### config.mk
export PLATFORM = sky130hd
export DESIGN_NAME = rll_key_loader
export DESIGN_NICKNAME = d
export VERILOG_FILES = /design/src/rtl/rll_key_loader.sv
export SDC_FILE = /design/constraint.sdc
export NUM_CORES = 1
export LEC_CHECK = 0
export ABC_CLOCK_PERIOD_IN_PS = 2480
export BUFFER_PORTS_ARGS = -buffer_cell sky130_fd_sc_hd__buf_2
export CAP_MARGIN = 20
export CORE_MARGIN = 10
export CORE_UTILIZATION = 59
export CTS_BUF_LIST = sky130_fd_sc_hd__clkbuf_8
export DETAILED_ROUTE_END_ITERATION = 8
export PLACE_DENSITY = 0.82
export RECOVER_POWER = 50
export SYNTH_ARGS = -nofsm -noshare
export SYNTH_HDL_FRONTEND = slang
export SYNTH_SLANG_ARGS = --single-unit
### constraint.sdc
create_clock -name clk -period 2.48 [get_ports clk]
set_clock_uncertainty 0.1 [all_clocks]
set_input_delay 0.248 -clock clk [delete_from_list [all_inputs] [get_ports clk]]
set_output_delay 0.248 -clock clk [all_outputs]
set_load 0.01 [all_outputs]
### src/rtl/rll_key_loader.sv
// rll_key_loader
//   Fetches a KEY_W-bit key from an NVM/OTP read port one WORD_W-bit word at
//   a time and checks even parity on each word. A failed attempt is retried
//   up to MAX_RETRY more times. The key is committed to key_out in a single
//   edge. key_out stays all-zero until a complete, parity-clean key is
//   committed, so the locked core never sees a partial key.
//
// Ports
//   clk, rst     rising-edge clock, synchronous active-high reset
//   start        single-cycle load command (ignored while a load is running)
//   zeroize      erases the key and returns to idle; beaten only by rst
//   nvm_req      registered read request
//   nvm_addr     registered word index, stable while nvm_req is high
//   nvm_ack      read done; nvm_data / nvm_par are valid in the same cycle
//   nvm_data     key word
//   nvm_par      even parity over nvm_data
//   key_out      committed key (bit i drives keyIn_0_i)
//   key_valid    a committed key is present
//   busy         a load is in progress
//   err          every attempt failed
//   err_code     last failure cause: 00 none, 01 parity, 10 timeout
//   state_dbg    current FSM state, for debug and checker binding
//
// NVM handshake: the loader raises nvm_req with a stable nvm_addr and keeps
// it high until it samples nvm_ack high on a rising edge, which completes the
// read. After every completed or failed request nvm_req drops for exactly one
// cycle (GAP). nvm_ack seen while nvm_req is low is ignored.
module rll_key_loader #(
  parameter int KEY_W     = 16,
  parameter int WORD_W    = 4,
  parameter int MAX_RETRY = 3,
  parameter int TIMEOUT   = 255,
  localparam int NWORDS   = KEY_W / WORD_W,
  localparam int AW       = (NWORDS > 1) ? $clog2(NWORDS) : 1
) (
  input  logic              clk,
  input  logic              rst,
  input  logic              start,
  input  logic              zeroize,
  output logic              nvm_req,
  output logic [AW-1:0]     nvm_addr,
  input  logic              nvm_ack,
  input  logic [WORD_W-1:0] nvm_data,
  input  logic              nvm_par,
  output logic [KEY_W-1:0]  key_out,
  output logic              key_valid,
  output logic              busy,
  output logic              err,
  output logic [1:0]        err_code,
  output logic [2:0]        state_dbg
);

  localparam int RW = (MAX_RETRY > 0) ? $clog2(MAX_RETRY + 1) : 1;
  localparam int TW = $clog2(TIMEOUT + 1);

  typedef enum logic [2:0] {
    S_IDLE  = 3'd0,
    S_REQ   = 3'd1,
    S_GAP   = 3'd2,
    S_DONE  = 3'd3,
    S_ERROR = 3'd4
  } state_t;

  state_t            state_q, state_d;
  logic [AW-1:0]     addr_q, addr_d;
  logic [KEY_W-1:0]  shadow_q, shadow_d, shadow_cap;
  logic [KEY_W-1:0]  key_q, key_d;
  logic              valid_q, valid_d;
  logic              busy_q, busy_d;
  logic              err_q, err_d;
  logic [1:0]        code_q, code_d;
  logic [RW-1:0]     retry_q, retry_d;
  logic [TW-1:0]     tmo_q, tmo_d;
  logic              req_q;

  logic              par_bad;
  logic              last_word;
  logic              tmo_hit;
  logic              load_go;
  logic              attempt_fail;
  logic [1:0]        fail_code;

  always_ff @(posedge clk) begin
    if (rst) begin
      state_q  <= S_IDLE;
      addr_q   <= '0;
      shadow_q <= '0;
      key_q    <= '0;
      valid_q  <= 1'b0;
      busy_q   <= 1'b0;
      err_q    <= 1'b0;
      code_q   <= 2'b00;
      retry_q  <= '0;
      tmo_q    <= '0;
      req_q    <= 1'b0;
    end else begin
      state_q  <= state_d;
      addr_q   <= addr_d;
      shadow_q <= shadow_d;
      key_q    <= key_d;
      valid_q  <= valid_d;
      busy_q   <= busy_d;
      err_q    <= err_d;
      code_q   <= code_d;
      retry_q  <= retry_d;
      tmo_q    <= tmo_d;
      // nvm_req is a flop that mirrors "next state is REQ", so it is high
      // exactly in the cycles the FSM sits in REQ.
      req_q    <= (state_d == S_REQ);
    end
  end

  always_comb begin
    state_d      = state_q;
    addr_d       = addr_q;
    shadow_d     = shadow_q;
    key_d        = key_q;
    valid_d      = valid_q;
    busy_d       = busy_q;
    err_d        = err_q;
    code_d       = code_q;
    retry_d      = retry_q;
    tmo_d        = tmo_q;
    load_go      = 1'b0;
    attempt_fail = 1'b0;
    fail_code    = 2'b00;

    shadow_cap = shadow_q;
    shadow_cap[addr_q*WORD_W +: WORD_W] = nvm_data;
    par_bad   = ^{nvm_data, nvm_par};
    last_word = (addr_q == AW'(NWORDS - 1));
    // tmo_q counts the earlier wait cycles, so the current cycle is the
    // TIMEOUT-th one without an ack when tmo_q == TIMEOUT-1.
    tmo_hit   = !nvm_ack && (tmo_q == TW'(TIMEOUT - 1));

    case (state_q)
      S_IDLE: begin
        if (start) load_go = 1'b1;
      end
      S_REQ: begin
        if (nvm_ack) begin
          if (!par_bad) begin
            tmo_d    = '0;
            shadow_d = shadow_cap;
            if (last_word) begin
              key_d   = shadow_cap;
              valid_d = 1'b1;
              busy_d  = 1'b0;
              code_d  = 2'b00;
              state_d = S_DONE;
            end else begin
              addr_d  = addr_q + 1'b1;
              state_d = S_GAP;
            end
          end else begin
            attempt_fail = 1'b1;
            fail_code    = 2'b01;
          end
        end else if (tmo_hit) begin
          attempt_fail = 1'b1;
          fail_code    = 2'b10;
        end else begin
          tmo_d = tmo_q + 1'b1;
        end
      end
      S_GAP: begin
        state_d = S_REQ;
      end
      S_DONE: begin
        if (start) begin
          key_d   = '0;
          valid_d = 1'b0;
          load_go = 1'b1;
        end
      end
      S_ERROR: begin
        if (start) begin
          err_d   = 1'b0;
          load_go = 1'b1;
        end
      end
      default: state_d = S_IDLE;
    endcase

    if (attempt_fail) begin
      code_d = fail_code;
      tmo_d  = '0;
      if (retry_q < RW'(MAX_RETRY)) begin
        retry_d  = retry_q + 1'b1;
        addr_d   = '0;
        shadow_d = '0;
        state_d  = S_GAP;
      end else begin
        err_d   = 1'b1;
        busy_d  = 1'b0;
        state_d = S_ERROR;
      end
    end

    if (load_go) begin
      state_d  = S_REQ;
      addr_d   = '0;
      shadow_d = '0;
      busy_d   = 1'b1;
      retry_d  = '0;
      tmo_d    = '0;
    end

    // zeroize wins over start and over a final-word commit in the same cycle.
    if (zeroize) begin
      state_d  = S_IDLE;
      addr_d   = '0;
      shadow_d = '0;
      key_d    = '0;
      valid_d  = 1'b0;
      busy_d   = 1'b0;
      err_d    = 1'b0;
      code_d   = 2'b00;
      retry_d  = '0;
      tmo_d    = '0;
    end
  end

  assign nvm_req   = req_q;
  assign nvm_addr  = addr_q;
  assign key_out   = key_q;
  assign key_valid = valid_q;
  assign busy      = busy_q;
  assign err       = err_q;
  assign err_code  = code_q;
  assign state_dbg = state_q;

endmodule

After elaboration in Yosys (flattened, before gate mapping)
Cells that the tools add are included.
{"block": "word_totals", "regBits": 53}
{"block": "classes", "add_sub_neg": 4, "magnitude_cmp": 1, "n_eq_ne": 14, "shift": 2, "mux": 59, "reduce_logical": 16}
{"operator": "$mux 16", "count": 9}
{"operator": "$neg 4->34", "count": 1}
{"operator": "$shift 4x34->16 const A", "count": 1}
{"operator": "$shiftx 4x34->16", "count": 1}
{"operator": "$pmux 16 s2", "count": 1}
{"operator": "$mux 2", "count": 14}
{"operator": "$mux 8", "count": 3}
{"operator": "$mux 1", "count": 23}
{"operator": "$mux 3", "count": 6}
{"operator": "$bwmux 16", "count": 1}
{"operator": "$ne 2x2->1 const B", "count": 6}
{"operator": "$pmux 3 s3", "count": 1}
{"operator": "$add 8x1->8 const B", "count": 1}
{"operator": "$eq 8x8->1 const B", "count": 1}
{"operator": "$reduce_bool 2->1", "count": 4}
{"operator": "$eq 3x1->1 const B", "count": 2}
{"operator": "$eq 3x2->1 const B", "count": 2}
{"operator": "$reduce_or 3->1", "count": 2}
{"operator": "$reduce_and 5->1", "count": 1}
{"operator": "$reduce_xor 5->1", "count": 1}
{"operator": "$add 2x1->2 const B", "count": 2}
{"operator": "$reduce_and 4->1", "count": 1}
{"operator": "$reduce_or 4->1", "count": 1}
{"operator": "$eq 3x3->1 const B", "count": 1}
{"operator": "10 further kinds", "count": 10}

Logic depth before layout (Yosys ltp)
{"block": "logic_depth", "depth_word": 9, "ltp_mapped": 8}

Worst setup path before layout
OpenSTA, ideal clock, no wires.
{"block": "synth_timing", "path_type": "reg2reg", "from": "register addr_q[0] (netlist: nvm_addr[0])", "to": "register key_q[14] (netlist: key_out[14])", "setup_ns": 0.115, "arrival_time_ns": 1.781, "required_ns": 2.265, "path_slack_ns": 0.485, "stages_incl_launch_ff": 9, "path_buffers": 3, "path_cell_list": "dfxtp_1 -> ha_1 -> clkbuf_1 -> nand3_1 -> or2_1 -> buf_4 -> buf_6 -> and3_1 -> o21a_1"}
{"block": "synth_between", "elab_chain_len": 7, "elab_cells_between_ends": 11, "cone_classes": "add/sub: 1; eq/ne: 2; shift: 2; mux: 5; reduce/logical: 1"}
{"item": "start, declared", "line_no": "65", "text": "logic [AW-1:0] addr_q, addr_d;"}
{"item": "start signal, assigned", "line_no": "98", "text": "addr_q <= addr_d;"}
{"item": "$neg 4->34", "line_no": "129", "text": "shadow_cap[addr_q*WORD_W +: WORD_W] = nvm_data;"}
{"item": "$shiftx 4x34->16 / $shift 4x34->16 (equally long branches)", "line_no": "129"}
{"item": "$bwmux 16", "line_no": "129"}
{"item": "$mux 16", "line_no": "145", "text": "if (last_word) begin"}
{"item": "$mux 16", "line_no": "142", "text": "if (!par_bad) begin"}
{"item": "$mux 16", "line_no": "141", "text": "if (nvm_ack) begin"}
{"item": "$pmux 16 s2", "line_no": "136", "text": "case (state_q)"}
{"item": "end signal, assigned", "line_no": "100", "text": "key_q <= key_d;"}
{"item": "end, declared", "line_no": "67", "text": "logic [KEY_W-1:0] key_q, key_d;"}
Parallel ways exist; a longest one is shown, timed or not. The select of a mux whose other input is x is not followed.
A chain may end at the register's enable or synchronous reset.

Worst setup path in the final report
{"block": "layout_timing", "from": "register addr_q[0] (netlist: nvm_addr[0])", "to": "register key_q[15] (netlist: key_out[15])"}
The elaborated chain is that of the path after synthesis.

==> results.txt <==
status: finished, final reports clean
Num CTS Buffers: 5
EDFF count, synth: 0
Worst Path Required: 2.60 ns
Pins Over Slew Limit: 0
WP data arrival: 2.20 ns
sequential fraction of the synthesis area: 0.4040
Mapped Cells: 299
DR iter-0 viols: 178
leading post-synthesis cells by cell area: dfxtp_1 (40%), nor2_1 (7.1%), a211oi_1 (5.7%)
worst reg2reg path endpoint: key_out[15]
placement-stage cell area: 2843 um^2
internal reg-to-reg setup slack: 0.39 ns
antenna viol nets, final: 0
Max VDD drop: 0.0004245 V
smallest hold slack: 0.008024 ns
Max-Cap Viols: 0
R2R Path Start: nvm_addr[0]
synthesized flop and latch total: 53
wire per inst: 14.90 um
Async SR Flop Fraction: 0
CP startpoint kind: register
antenna violations before repair: 0
reg2reg path depth: 6
post-DP HPWL: 4235 um
Initial Utilization: 0.6073
Die Area: 7520 um^2
Buffers on Ports: 36
Worst-Margin Slew: 0.5617 ns
setup ws final: 0.3939 ns
worst slack, placed: 0.3022 ns
syn avg cell area: 8.784 um^2
via count: 2161
global route total overflow: 0
Power Total: 1.522 mW
hold_buf cts: 0
drt total wl: 5767 um
maximum clock frequency: 479.4 MHz
share of cells above drive strength 1: 0.1075
final hold vios: 0
RSZ-0062 raised after global routing: false
Synth top area share: 0.4040
design area: 2884 um^2
Hold WC Path Type: primary input to register
area of the mapped netlist: 2626 um^2
clk slew on worst S/H paths: 0.10 ns
drt drc: 0
overall routing resource usage: 0.1561
Worst Hold Launch: rst
utilization after layout: 0.6670
Nets: 352
post-synth net total: 317
setup bufs post-CTS: 0
clock latency on the worst-skew pair: 0.32 ns
root buffer cell: clkbuf_8
CTS Sinks: 53
Hold EP: state_dbg[1]
Post-synth top cells: dfxtp_1 (53), nor2_1 (50), a211oi_1 (20), o21a_1 (18), and3_1 (17)
DR pass1 iterations: 4
Worst setup EP type: register
vias in the first global route: 2034
die width: 86.72 um
via/cell ratio: 5.584
Cell Rows: 24
CTS tree: yes
leading area contributor after synthesis: dfxtp_1
Hold Path Cell Cnt: 2
n_diodes: 0
CTS resizes: 0
pwr dens: 527.8 nW/um^2
htree depth: 2
most frequent cell after synthesis: dfxtp_1
first-pass GRT wire length: 9735 um
final worst path period need: 2.086 ns
post-synth cell types: 45
RD Place Congestion: 0.8530
largest net degree at the start of global routing: 35
io pins: 37
fin crit share: 0.8412
final setup fails: 0
Max Root-Sink Buffers: 2
final non-filler cell total: 387
Yosys Warn Count: 0
ys flop type: dfxtp_1
core area: 4324 um^2
Crit Path Max Fanout: 34
worst setup path class: register to register
slew margin rel.: 0.6255
Post-Place Cells: 379
die height: 86.72 um
layout overhead on the synthesized area: 9.814%
Pleak: 1.024 nW
final setup TNS: 0 ns
state kept, by name (all words and copies together), names as in the netlist:
signal,count
key_out,16
shadow_q,16
tmo_q,8
state_dbg,3
err_code,2
nvm_addr,2
retry_q,2
busy,1
err,1
key_valid,1
nvm_req,1
metal layers:
layer	GRT usage	vias up	routed length [um]
met5	0	-	0
met4	0.05449	0	59
met3	0.03752	6	196
met2	0.2215	39	2515
met1	0.2228	988	2996
li1	-	1128	-
worst max-delay path: stages, from the launching register on:
cell and delay (ns):
dfxtp_1 0.49, ha_1 0.26, nand3_1 0.10, or2_0 0.22, clkbuf_2 0.36, and3_1 0.30
o21a_1 0.16
power breakdown:
part           internal [mW]  switching (mW)
registers              0.856         0.00390
logic                 0.0451          0.0864
clock network          0.212           0.319
total                   1.11           0.409
cells by family (layout without fill, tap and decap cells):
kind of cell,Yosys count,count (layout),share of synthesized area
muxes,1,1,0.004287
adders and majority gates,8,8,0.03811
xor gates and xnor gates,10,10,0.04479
AOI/OAI and AO/OA,80,80,0.2234
and+or+nand+nor,123,123,0.2339
buffers and inverters,24,60,0.05145
DFF,53,53,0.4040
how the worst max path moves through the flow:
stage                 from           end  slack [ns]  depth (start not counted)
2_1_floorplan  nvm_addr[0]   key_out[14]        0.48                          8
3_3_place_gp   nvm_data[1]   nvm_addr[1]        0.34                          6
3_5_place_dp   nvm_data[1]   nvm_addr[0]        0.30                          6
4_1_cts        nvm_addr[0]   shadow_q[8]        0.40                          5
5_1_grt        nvm_addr[0]  shadow_q[11]        0.14                          5
6_report       nvm_addr[0]   key_out[15]        0.39                          6
cell type report:
cell class	instances	area (um^2)
clock inverter	3	28.78
fill	387	1440
tap	52	65.06
clock buffer	5	68.82
multi-input combinational	222	1426
sequential	53	1061
inverter	7	26.28
timing repair buffer	45	207.7
cell usage in the layout (no fill, tap or decap), drive strengths merged, types with 2 or more instances in the layout:
master   count
dfxtp       53
nor2        51
clkbuf      34
a211oi      20
o21a        18
and3        17
buf         16
nor2b       15
a31oi       14
nand2       12
a21oi       12
inv          9
ha           8
xnor2        8
o21ai        7
nand3        6
nor3         4
or2          4
nor3b        3
nand2b       3
a2111oi      3
nand4        2
o211ai       2
o31ai        2
(Power assumes the default switching activity.)
